<file path="src/rtl/tone_decoder.sv">
// Tone decoder: synchronizes a square-wave input, measures half-periods,
// classifies them as tone A / tone B and reports timed tone segments.
//
// state     | meaning
// ST_SILENT | no recent input edges, waiting for a first edge
// ST_ARM    | edges seen, waiting for a classifiable half-period
// ST_CAND   | one A/B half-period seen, candidate recorded
// ST_LOCKED | two matching half-periods, tone committed
module tone_decoder #(
  parameter int P_HALF_A  = 125_000,
  parameter int P_HALF_B  = 50_000,
  parameter int P_TOL     = 2_000,
  parameter int P_SILENCE = 250_000,
  parameter int P_UNIT    = 12_500_000
) (
  input  logic       iCLK,
  input  logic       iRST_N,
  input  logic       iSOUND,
  output logic [1:0] oTONE,
  output logic       oLOCK,
  output logic       oEVT,
  output logic [1:0] oEVT_TONE,
  output logic [3:0] oEVT_DUR
);

  localparam logic [1:0]  TONE_SIL = 2'd0;
  localparam logic [1:0]  TONE_A   = 2'd1;
  localparam logic [1:0]  TONE_B   = 2'd2;
  localparam logic [1:0]  CLS_UNK  = 2'd0;

  localparam logic [21:0] LP_A_LO  = 22'(P_HALF_A - P_TOL);
  localparam logic [21:0] LP_A_HI  = 22'(P_HALF_A + P_TOL);
  localparam logic [21:0] LP_B_LO  = 22'(P_HALF_B - P_TOL);
  localparam logic [21:0] LP_B_HI  = 22'(P_HALF_B + P_TOL);
  localparam logic [20:0] LP_SIL   = 21'(P_SILENCE);
  localparam logic [23:0] LP_UMAX  = 24'(P_UNIT - 1);

  typedef enum logic [1:0] {
    ST_SILENT = 2'd0,
    ST_ARM    = 2'd1,
    ST_CAND   = 2'd2,
    ST_LOCKED = 2'd3
  } state_t;

  logic        r_sync1;
  logic        r_sync2;
  logic        r_sync3;
  logic        r_edge;
  logic [20:0] r_hcnt;
  state_t      r_state;
  state_t      w_state_nxt;
  logic [1:0]  r_cand;
  logic [1:0]  w_cand_nxt;
  logic [1:0]  r_tone;
  logic        r_evt;
  logic [1:0]  r_evt_tone;
  logic [3:0]  r_evt_dur;
  logic [23:0] r_presc;
  logic [3:0]  r_units;

  logic [21:0] w_hper;
  logic        w_is_a;
  logic        w_is_b;
  logic [1:0]  w_class;
  logic        w_timeout;
  logic        w_commit;
  logic [1:0]  w_commit_tone;
  logic        w_evt_fire;
  logic        w_presc_wrap;
  logic [3:0]  w_units_now;

  // r_sync3 holds the previous synchronized level; the strobe is registered
  always_ff @(posedge iCLK or negedge iRST_N) begin
    if (!iRST_N) begin
      r_sync1 <= 1'b0;
      r_sync2 <= 1'b0;
      r_sync3 <= 1'b0;
      r_edge  <= 1'b0;
    end else begin
      r_sync1 <= iSOUND;
      r_sync2 <= r_sync1;
      r_sync3 <= r_sync2;
      r_edge  <= r_sync2 ^ r_sync3;
    end
  end

  always_ff @(posedge iCLK or negedge iRST_N) begin
    if (!iRST_N) begin
      r_hcnt <= 21'd0;
    end else if (r_edge) begin
      r_hcnt <= 21'd0;
    end else if (r_hcnt != LP_SIL) begin
      r_hcnt <= r_hcnt + 21'd1;
    end
  end

  // The strobe cycle itself closes the half-period, hence the +1
  assign w_hper  = {1'b0, r_hcnt} + 22'd1;
  assign w_is_a  = (w_hper >= LP_A_LO) && (w_hper <= LP_A_HI);
  assign w_is_b  = (w_hper >= LP_B_LO) && (w_hper <= LP_B_HI);
  assign w_class = w_is_a ? TONE_A : (w_is_b ? TONE_B : CLS_UNK);

  assign w_timeout = (r_state != ST_SILENT) && (r_hcnt == LP_SIL);

  always_comb begin
    w_state_nxt   = r_state;
    w_cand_nxt    = r_cand;
    w_commit      = 1'b0;
    w_commit_tone = r_tone;
    if (w_timeout) begin
      w_state_nxt   = ST_SILENT;
      w_commit      = 1'b1;
      w_commit_tone = TONE_SIL;
    end else if (r_edge) begin
      case (r_state)
        ST_SILENT: begin
          w_state_nxt = ST_ARM;
        end
        ST_ARM: begin
          if (w_class != CLS_UNK) begin
            w_state_nxt = ST_CAND;
            w_cand_nxt  = w_class;
          end
        end
        ST_CAND: begin
          if (w_class == CLS_UNK) begin
            w_state_nxt = ST_ARM;
          end else if (w_class == r_cand) begin
            w_state_nxt   = ST_LOCKED;
            w_commit      = 1'b1;
            w_commit_tone = r_cand;
          end else begin
            w_cand_nxt = w_class;
          end
        end
        ST_LOCKED: begin
          if (w_class == CLS_UNK) begin
            w_state_nxt = ST_ARM;
          end else if (w_class != r_tone) begin
            w_state_nxt = ST_CAND;
            w_cand_nxt  = w_class;
          end
        end
        default: begin
          w_state_nxt = ST_SILENT;
        end
      endcase
    end
  end

  always_ff @(posedge iCLK or negedge iRST_N) begin
    if (!iRST_N) begin
      r_state <= ST_SILENT;
      r_cand  <= CLS_UNK;
    end else begin
      r_state <= w_state_nxt;
      r_cand  <= w_cand_nxt;
    end
  end

  // A wrap landing on the event cycle still counts toward the reported length
  assign w_presc_wrap = (r_presc == LP_UMAX);
  assign w_units_now  = (w_presc_wrap && (r_units != 4'd15)) ? r_units + 4'd1 : r_units;
  assign w_evt_fire   = w_commit && (w_commit_tone != r_tone);

  always_ff @(posedge iCLK or negedge iRST_N) begin
    if (!iRST_N) begin
      r_tone     <= TONE_SIL;
      r_evt      <= 1'b0;
      r_evt_tone <= TONE_SIL;
      r_evt_dur  <= 4'd0;
      r_presc    <= 24'd0;
      r_units    <= 4'd0;
    end else begin
      r_evt <= w_evt_fire;
      if (w_evt_fire) begin
        r_tone     <= w_commit_tone;
        r_evt_tone <= r_tone;
        r_evt_dur  <= w_units_now;
        r_presc    <= 24'd0;
        r_units    <= 4'd0;
      end else if (w_presc_wrap) begin
        r_presc <= 24'd0;
        r_units <= w_units_now;
      end else begin
        r_presc <= r_presc + 24'd1;
      end
    end
  end

  assign oTONE     = r_tone;
  assign oLOCK     = (r_state == ST_LOCKED);
  assign oEVT      = r_evt;
  assign oEVT_TONE = r_evt_tone;
  assign oEVT_DUR  = r_evt_dur;

endmodule

</file>
<file path="config.mk">
export PLATFORM = sky130hd
export DESIGN_NAME = tone_decoder
export DESIGN_NICKNAME = d
export VERILOG_FILES = /design/src/rtl/tone_decoder.sv
export SDC_FILE = /design/constraint.sdc
export NUM_CORES = 1
export LEC_CHECK = 0
export BUFFER_PORTS_ARGS = -buffer_cell sky130_fd_sc_hd__buf_4
export CORE_MARGIN = 10
export CORE_UTILIZATION = 40
export CTS_CLUSTER_SIZE = 12
export DETAILED_ROUTE_END_ITERATION = 10
export HOLD_SLACK_MARGIN = 0.12
export PLACE_DENSITY = 0.58
export SYNTH_ARGS = -nofsm -noshare
export SYNTH_HDL_FRONTEND = slang
export SYNTH_SLANG_ARGS = --single-unit
export TNS_END_PERCENT = 1
</file>
<file path="constraint.sdc">
create_clock -name iCLK -period 3.1 [get_ports iCLK]
set_clock_uncertainty 0.2 [all_clocks]
set_input_delay 0.775 -clock iCLK [delete_from_list [all_inputs] [get_ports iCLK]]
set_output_delay 0.775 -clock iCLK [all_outputs]
set_load 0.1 [all_outputs]
</file>
==> key figures, run 1 <==
Critical path
  • Element type at the critical path end: flip-flop
  • Worst path slowest cell: sky130_fd_sc_hd__dfrtp_1
  • Sort of element at the start of the critical path: flip-flop
  • Reg2reg setup slack: -0.27 ns
  • R2R cell count: 13
  • Required time at the worst-slack endpoint: 3.14 ns
  • Critical path, cell by cell: buf_4 -> nand4_1 -> buf_4 -> or2_2 -> a211o_1 -> and3_1 -> a211oi_2 -> buf_4 -> o211a_4 -> xnor2_1 -> nand2_1 -> o221ai_2 -> mux2_1
  • Crit path launch: r_hcnt[5]
  • Reg-to-reg startpoint: r_hcnt[5]
  • Critical Path End: r_cand[1]
  • Worst stage delay on the critical path: between 0.3 and 0.4 ns
  • Critical path class: reg2reg
  • Most prevalent standard cell on the critical path: sky130_fd_sc_hd__buf_4
  • Arr. time, crit path: 3.41 ns
  • Maximum fanout along the worst path: 7
  • Critical R2R Capture: r_cand[1]

Logic synthesis
  • Number of synthesized register bits: 66
  • Sequential fraction of the synthesis area: 41.0%
  • Area share of the largest cell type after synthesis: 41.0%
  • Yosys warns: 0
  • Top cells by count, synth: sky130_fd_sc_hd__nor2_1, sky130_fd_sc_hd__dfrtp_1, sky130_fd_sc_hd__nand2_1, sky130_fd_sc_hd__nand3_1, sky130_fd_sc_hd__xor2_1
  • Number of cells produced by synthesis: about 460
  • Share of async-settable or async-resettable flops after synthesis: 100%
  • Number of synthesized flops with an enable pin: 0
  • Summed instance area of the synthesized netlist: 0.00403 mm2
  • Average footprint of a synthesized cell: 8.82 um2
  • Library cell occupying the most area in the post-synthesis netlist: sky130_fd_sc_hd__dfrtp_1
  • Library cells used by synthesis: 65
  • Main flop type after synthesis: sky130_fd_sc_hd__dfrtp_1
  • Net count after synthesis: ~460
  • Biggest area contributors in the synthesized netlist: sky130_fd_sc_hd__dfrtp_1, sky130_fd_sc_hd__nor2_1, sky130_fd_sc_hd__xor2_1, sky130_fd_sc_hd__xnor2_1, sky130_fd_sc_hd__nand3_1
  • Leading cell type by number of instances after synthesis: sky130_fd_sc_hd__nor2_1

Drt
  • Number of optimization iterations in the first detailed-route pass: 5
  • Drc violations: 0
  • Total via count in the routed design: approximately 3800
  • Detailed Route Iter0 Violations: 337
  • Wire length per cell: about 16 um
  • Residual antenna-violating net count after detailed routing: 0
  • Via count normalized by instance count: 5.53
  • Post-detailed-routing wire length: 10900 um

Clocking
  • Num CTS Buffers: 9
  • Cts hold-fix bufs: 0
  • Number of clock sinks: 66
  • Clock Root Buffer: sky130_fd_sc_hd__clkbuf_8
  • Clock transition at path regs: 0.08 ns
  • Clock Path Buffers: 2
  • H-tree levels: 3
  • TritonCTS clock tree: yes
  • Latest clock arrival within the worst-skew pair: approximately 0.36 ns

Die
  • Width of the die: 120 um
  • Area of the core region: between 0.009 and 0.01 mm2
  • Die area: between 0.01 and 0.015 mm2
  • Num rows: 36
  • Top-level I/O count: 13
  • Initial standard-cell utilization of the core: 41.2%
  • Die Y-Extent: 120 um

Cells and area
  • Layout-stage area growth over the synthesis result: 33.2%
  • Fill cell instance count of the final layout: 859
  • Register cell area after layout: 0.00165 mm2
  • Layout Utilization: 55.0%
  • Share of post-route cells with drive strength above 1: 31.5%
  • Antenna Cells: 0
  • Multi-input combinational cell area: 0.00243 mm2
  • Number of nets in the layout: ~560

Min path
  • Hold/Removal Path Class: reg2reg

Power
  • Sw power: 0.000485 W
  • Leakage power: 2.32 nW
  • P_int: approximately 0.0014 W
  • PwrDens: 351 mW/mm2
  • Clock group share of total power: 43.6%
  • Peak supply drop: 0.000210 V
  • Sequential share of power: a little under half
  • Combinational group share of total power: a little under a tenth
  • Proportion of total power due to net switching: around 26%

Status
  • Status: complete, but fails checks
  • Violations in the final reports: negative setup slack

Placed design
  • Placed wire-length estimate: roughly 7700 um
  • DP Worst Slack: -0.391 ns
  • Routability congestion estimate: 0.901
  • IO buf count: 12

Timing
  • Setup repair after global routing missed its margin: yes
  • Final Hold Violating Endpoints: 0
  • Relative slew margins: 42.8%
  • Slew of the pin with the lowest slew margin: between 0.8 and 0.9 ns
  • Time the worst path needs with I/O delays and setup: 3.37 ns
  • Total setup violations reported at the end of the flow: 37
  • Smallest hold slack: 0.167 ns
  • Final worst setup slack: -0.268 ns
  • Highest Clock Rate: 297 MHz
  • Share of the clock period used by the worst path after layout: 109%
  • Final Max Slew Viols: 0

Global route
  • First-pass GRT wire length: ~18000 um
  • Number of global-route vias before repair: 3742
  • Pin count of the biggest net entering global routing: 67
  • Overall overflow remaining after global route: 0
  • Aggregate global-route resource usage: 15.1%
  • Antenna violations before repair: 0

Flow run
  • Max capacitance violation total: 0
power by group through the flow:
stage               Sequential, W  Combinational, W  Clock [W]
floorplan                0.000895         0.0000891          0
global placement         0.000903          0.000159          0
detailed placement       0.000904          0.000161          0
CTS                      0.000886          0.000173   0.000833
global route             0.000891          0.000191   0.000878
finish                   0.000888          0.000174   0.000821
flip-flops by register name (all words and copies together), names as in the netlist:
signal and count:
r_state 2, r_units 4, r_sync3 1, oEVT_TONE 2, oTONE 2, r_presc 24
r_sync1 1, r_hcnt 21, oEVT 1, r_sync2 1, oEVT_DUR 4, r_cand 2
r_edge 1
cell families after synthesis:
logic type / count (synthesis) / synth area share [%]
AOI/OAI and AO/OA: 68 / 11.9
xor gates and xnor gates: 43 / 9.34
adders and majority gates: 4 / 1.24
buffers and inverters: 39 / 4.34
DFF: 66 / 41.0
muxes: 9 / 2.36
and+or+nand+nor: 228 / 29.8
cell type report:
class / instances / area share [%]
sequential: 66 / 30.8
clock inverter: 6 / 1.68
multi-input combinational: 352 / 45.2
timing repair buffer: 111 / 15.9
tap: 133 / 3.10
inverter: 14 / 0.978
clock buffer: 10 / 2.38
placed cells by master, fill, tap and decap left out, types with 4 or more instances in the layout:
| cell type | count |
|---|---|
| sky130_fd_sc_hd__buf_4 | 108 |
| sky130_fd_sc_hd__nor2_1 | 66 |
| sky130_fd_sc_hd__dfrtp_1 | 64 |
| sky130_fd_sc_hd__nand2_1 | 34 |
| sky130_fd_sc_hd__nand3_1 | 26 |
| sky130_fd_sc_hd__xor2_1 | 23 |
| sky130_fd_sc_hd__xnor2_1 | 17 |
| sky130_fd_sc_hd__nand4_1 | 16 |
| sky130_fd_sc_hd__a21oi_1 | 15 |
| sky130_fd_sc_hd__inv_1 | 13 |
| sky130_fd_sc_hd__and3_1 | 12 |
| sky130_fd_sc_hd__clkbuf_8 | 9 |
| sky130_fd_sc_hd__nor3_1 | 7 |
| sky130_fd_sc_hd__nor4b_1 | 6 |
| sky130_fd_sc_hd__o21ai_0 | 6 |
| sky130_fd_sc_hd__or4_1 | 5 |
| sky130_fd_sc_hd__nand2b_1 | 5 |
| sky130_fd_sc_hd__nor2_2 | 4 |
| sky130_fd_sc_hd__o211ai_1 | 4 |
| sky130_fd_sc_hd__and4_1 | 4 |
| sky130_fd_sc_hd__nor4_2 | 4 |
| sky130_fd_sc_hd__nand3b_1 | 4 |
| sky130_fd_sc_hd__o31ai_2 | 4 |
| sky130_fd_sc_hd__or4_4 | 4 |
| sky130_fd_sc_hd__mux2_1 | 4 |
| sky130_fd_sc_hd__mux2i_1 | 4 |
worst min path at each step:
stage / to / start / depth (start not counted)
6_report: r_sync2 / r_sync1 / 0
3_3_place_gp: r_sync2 / r_sync1 / 0
3_5_place_dp: r_sync2 / r_sync1 / 0
2_1_floorplan: r_sync2 / r_sync1 / 0
5_1_grt: r_sync2 / r_sync1 / 0
4_1_cts: r_sync2 / r_sync1 / 0
worst max-delay path: cells and delay by family (launching register included):
family	cells	cell delay (ns)
AO/OA/AOI/OAI	4	0.97
AND/OR/NAND/NOR	4	0.73
buffers and inverters	3	0.47
XOR/XNOR	1	0.12
multiplexers	1	0.34
flip-flops	1	0.39
routing by layer:
metal / share of wire (%) / GRT usage (%)
met5: 0 / 0
met4: 3.8 / 8.67
met3: 4.6 / 2.61
met2: 47 / 23.8
met1: 45 / 19.2
what timing repair did:
item / 4_1_cts / 5_1_grt
resized for setup: 22 / 15
endpoints found under the setup margin: 38 / 41
setup buffers: 7 / 6
pin swaps: 17 / 12
metrics by stage:
| step | total power [W] | TNS [ns] | std cells | cell area (um2) |
|---|---|---|---|---|
| final | 0.00188 | -8.23 | 692 | 5370 |
| after global routing | 0.00196 | -12.47 | 692 | 5370 |
| after CTS | 0.00189 | -6.82 | 686 | 5260 |
| after detailed placement | 0.00106 | -12.51 | 663 | 4890 |
| after global placement | 0.00106 | -10.39 | 663 | 4890 |
| after floorplan | 0.000984 | -3.76 | 457 | 4130 |
Note: power is estimated with default switching activity, not from simulation.
==> run 2, diff against run 1 <==
--- a/config.mk
+++ b/config.mk
@@ -12,4 +12,5 @@
 export DETAILED_ROUTE_END_ITERATION = 10
 export HOLD_SLACK_MARGIN = 0.12
+export MAX_ROUTING_LAYER = met4
 export PLACE_DENSITY = 0.58
 export SYNTH_ARGS = -nofsm -noshare
==> constraint.sdc (replaced) <==
create_clock -name iCLK -period 3.1 [get_ports iCLK]
set_clock_uncertainty 0.2 [all_clocks]
set_input_delay 0.155 -clock iCLK [delete_from_list [all_inputs] [get_ports iCLK]]
set_output_delay 0.155 -clock iCLK [all_outputs]
set_load 0.1 [all_outputs]
==> key figures, run 2 (synthesized netlist as in run 1, its figures left out) <==
Status
  • Status: complete, but fails checks (unchanged)
  • Violations in the final reports: negative setup slack (unchanged)

Power
  • PwrDens: 348 mW/mm2 (was 351 mW/mm2)
  • Leakage power: 2.27 nW (was 2.32 nW)
  • Peak supply drop: 0.000282 V (was 0.000210 V)
  • Overall power of the completed layout: 0.00188 W (about the same)

Clocking
  • Number of clock sinks: 66 (unchanged)
  • Clock transition at path regs: 0.08 ns (about the same)
  • TritonCTS clock tree: yes (unchanged)
  • Latest clock arrival within the worst-skew pair: 0.36 ns (about the same)
  • Clock Path Buffers: 2 (unchanged)
  • Clock Root Buffer: sky130_fd_sc_hd__clkbuf_8 (unchanged)
  • Num CTS Buffers: 9 (unchanged)
  • H-tree levels: 3 (unchanged)

Cells and area
  • Register containing the most flip-flops in the final layout: r_presc (unchanged)
  • Max reg flops: 24 (unchanged)
  • Largest registers: r_presc x24, r_hcnt x21 (unchanged)
  • Layout-stage area growth over the synthesis result: 33.6% (was 33.2%)
  • Register cell area after layout: 0.00166 mm2 (was 0.00165 mm2)
  • Fill cell instance count of the final layout: 905 (was 859)
  • Antenna Cells: 0 (unchanged)
  • Commonest non-fill, non-tap cell in the layout: sky130_fd_sc_hd__buf_4 (unchanged)
  • Multi-input combinational cell area: 0.00248 mm2 (was 0.00243 mm2)
  • Number of nets in the layout: 555 (was 561)
  • Top library cells by usage in the layout, fill and taps aside: sky130_fd_sc_hd__buf_4, sky130_fd_sc_hd__nor2_1, sky130_fd_sc_hd__dfrtp_1 (unchanged)
  • Layout Utilization: 55.1% (was 55.0%)
  • Share of post-route cells with drive strength above 1: 31.5% (about the same)
  • Cell Count, Final, Fillers Out: 686 (was 692)

Drt
  • Number of optimization iterations in the first detailed-route pass: 5 (unchanged)
  • Total via count in the routed design: 3742 (was 3824)
  • Drc violations: 0 (unchanged)
  • Residual antenna-violating net count after detailed routing: 0 (unchanged)
  • Wire length per cell: 15.6 um (was 15.7 um)
  • Via count normalized by instance count: 5.45 (was 5.53)
  • Detailed Route Iter0 Violations: 289 (was 337)
  • Post-detailed-routing wire length: 10700 um (was 10900 um)

Timing
  • Relative slew margins: 44.0% (was 42.8%)
  • Share of the clock period used by the worst path after layout: 108% (was 109%)
  • Smallest hold slack: 0.168 ns (was 0.167 ns)
  • Final worst setup slack: -0.252 ns (was -0.268 ns)
  • Setup repair after global routing missed its margin: yes (unchanged)
  • Highest Clock Rate: 298 MHz (was 297 MHz)
  • Total setup violations reported at the end of the flow: 34 (was 37)
  • Final Max Slew Viols: 0 (unchanged)
  • Slew of the pin with the lowest slew margin: 0.840 ns (was 0.858 ns)
  • Final Hold Violating Endpoints: 0 (unchanged)
  • Time the worst path needs with I/O delays and setup: 3.35 ns (was 3.37 ns)

Die
  • Num rows: 36 (unchanged)
  • Area of the core region: 0.00977 mm2 (unchanged)
  • Die area: 0.0145 mm2 (unchanged)
  • Top-level I/O count: 13 (unchanged)
  • Initial standard-cell utilization of the core: 41.2% (unchanged)
  • Die Y-Extent: 120 um (unchanged)
  • Width of the die: 120 um (unchanged)

Critical path
  • Element type at the critical path end: flip-flop (unchanged)
  • Arr. time, crit path: 3.40 ns (was 3.41 ns)
  • Sort of element at the start of the critical path: flip-flop (unchanged)
  • Worst stage delay on the critical path: 0.48 ns (was 0.39 ns)
  • Crit path launch: r_hcnt[6] (was r_hcnt[5])
  • Maximum fanout along the worst path: 8 (was 7)
  • Critical path class: reg2reg (unchanged)
  • Reg-to-reg startpoint: r_hcnt[6] (was r_hcnt[5])
  • Worst path slowest cell: sky130_fd_sc_hd__or3_4 (was sky130_fd_sc_hd__dfrtp_1)
  • Reg2reg setup slack: -0.25 ns (was -0.27 ns)
  • Critical path, cell by cell: nand3_2 -> or3_4 -> o31ai_4 -> nand4_1 -> or2_1 -> or4_4 -> nand3_1 -> a311o_1 -> buf_4 -> mux2_1 (was buf_4 -> nand4_1 -> buf_4 -> or2_2 -> a211o_1 -> and3_1 -> a211oi_2 -> buf_4 -> o211a_4 -> xnor2_1 -> nand2_1 -> o221ai_2 -> mux2_1)
  • Required time at the worst-slack endpoint: 3.14 ns (about the same)

Global route
  • Overall overflow remaining after global route: 0 (unchanged)
  • Antenna violations before repair: 0 (unchanged)
  • Pin count of the biggest net entering global routing: 67 (unchanged)
  • Aggregate global-route resource usage: 15.9% (was 15.1%)
  • First-pass GRT wire length: 18300 um (was 18000 um)
  • Number of global-route vias before repair: 3755 (was 3742)

Placed design
  • IO buf count: 12 (unchanged)
  • Placed Instances: 665 (was 663)
  • Routability congestion estimate: 0.905 (was 0.901)
  • Placed wire-length estimate: 7760 um (was 7700 um)

Min path
  • Worst hold start: r_sync1 (unchanged)
  • Hold/Removal Path Class: reg2reg (unchanged)

Flow run
  • Max capacitance violation total: 0 (unchanged)
## run 2: cell count changes in the layout (fill, tap and decap cells not counted), sizes merged
cell,delta
buf,-8
dlygate4sd3,+2
clkinv,-1
clkinvlp,+1
## run 2: worst paths after layout
check,end,cells past startpoint
max reg2reg,oEVT_DUR[2],10
max,oEVT_DUR[2],10
min reg2reg,r_sync2,0
min,r_sync2,0
min in group asynchronous,r_presc[9],2
max in group asynchronous,r_hcnt[1],2
## run 2: through the flow
stage	setup slack [ns]	setup TNS [ns]	instance area (um2)
final	-0.252	-7.15	5380
after global routing	-0.379	-11.36	5380
after CTS	-0.236	-6.06	5260
after detailed placement	-0.408	-12.43	4900
after global placement	-0.362	-11.12	4900
after floorplan	-0.162	-3.76	4130
## run 2: final cells by class
class | count | area share [%]
clock buffers | 10 | 2.37
inverters | 14 | 0.976
repair buffers | 105 | 15.0
multi-input cells | 352 | 46.1
well taps | 133 | 3.09
flip-flops and latches | 66 | 30.7
clock inverters | 6 | 1.65
## run 2: repair_timing
item,in CTS,in global routing
buffers inserted,2,1
hold endpoints to repair,67,0
pin swaps,11,7
hold buffers,2,0
endpoints found under the setup margin,40,41
gates resized for setup,20,25
gates cloned,0,0
## run 2: per-layer routing
layer  global-route usage [%]  vias to the layer above  routed length (um)  part of all wire (%)
li1                         -                     1823                   -                     -
met1                     19.7                     1807                4880                    45
met2                     24.4                       91                5110                    48
met3                     2.93                       21                 432                   4.0
met4                     7.77                        0                 308                   2.9
met5                        -                        -                   0                     0
## run 2: where the power goes
part / total [W] / internal (W) / switching (W) / leakage, nW
registers: 0.000892 / 0.000873 / 0.0000191 / 0.885
logic: 0.000166 / 0.0000617 / 0.000104 / 1.28
clock network: 0.000818 / 0.000455 / 0.000363 / 0.103
total: 0.00188 / 0.00139 / 0.000486 / 2.27
## run 2: critical path: cells and delay by family, from the launching register on
family / cells / cell delay, ns
buffers and inverters: 1 / 0.15
flip-flops: 1 / 0.43
multiplexers: 1 / 0.31
AND/OR/NAND/NOR: 6 / 1.64
AO/OA/AOI/OAI: 2 / 0.52
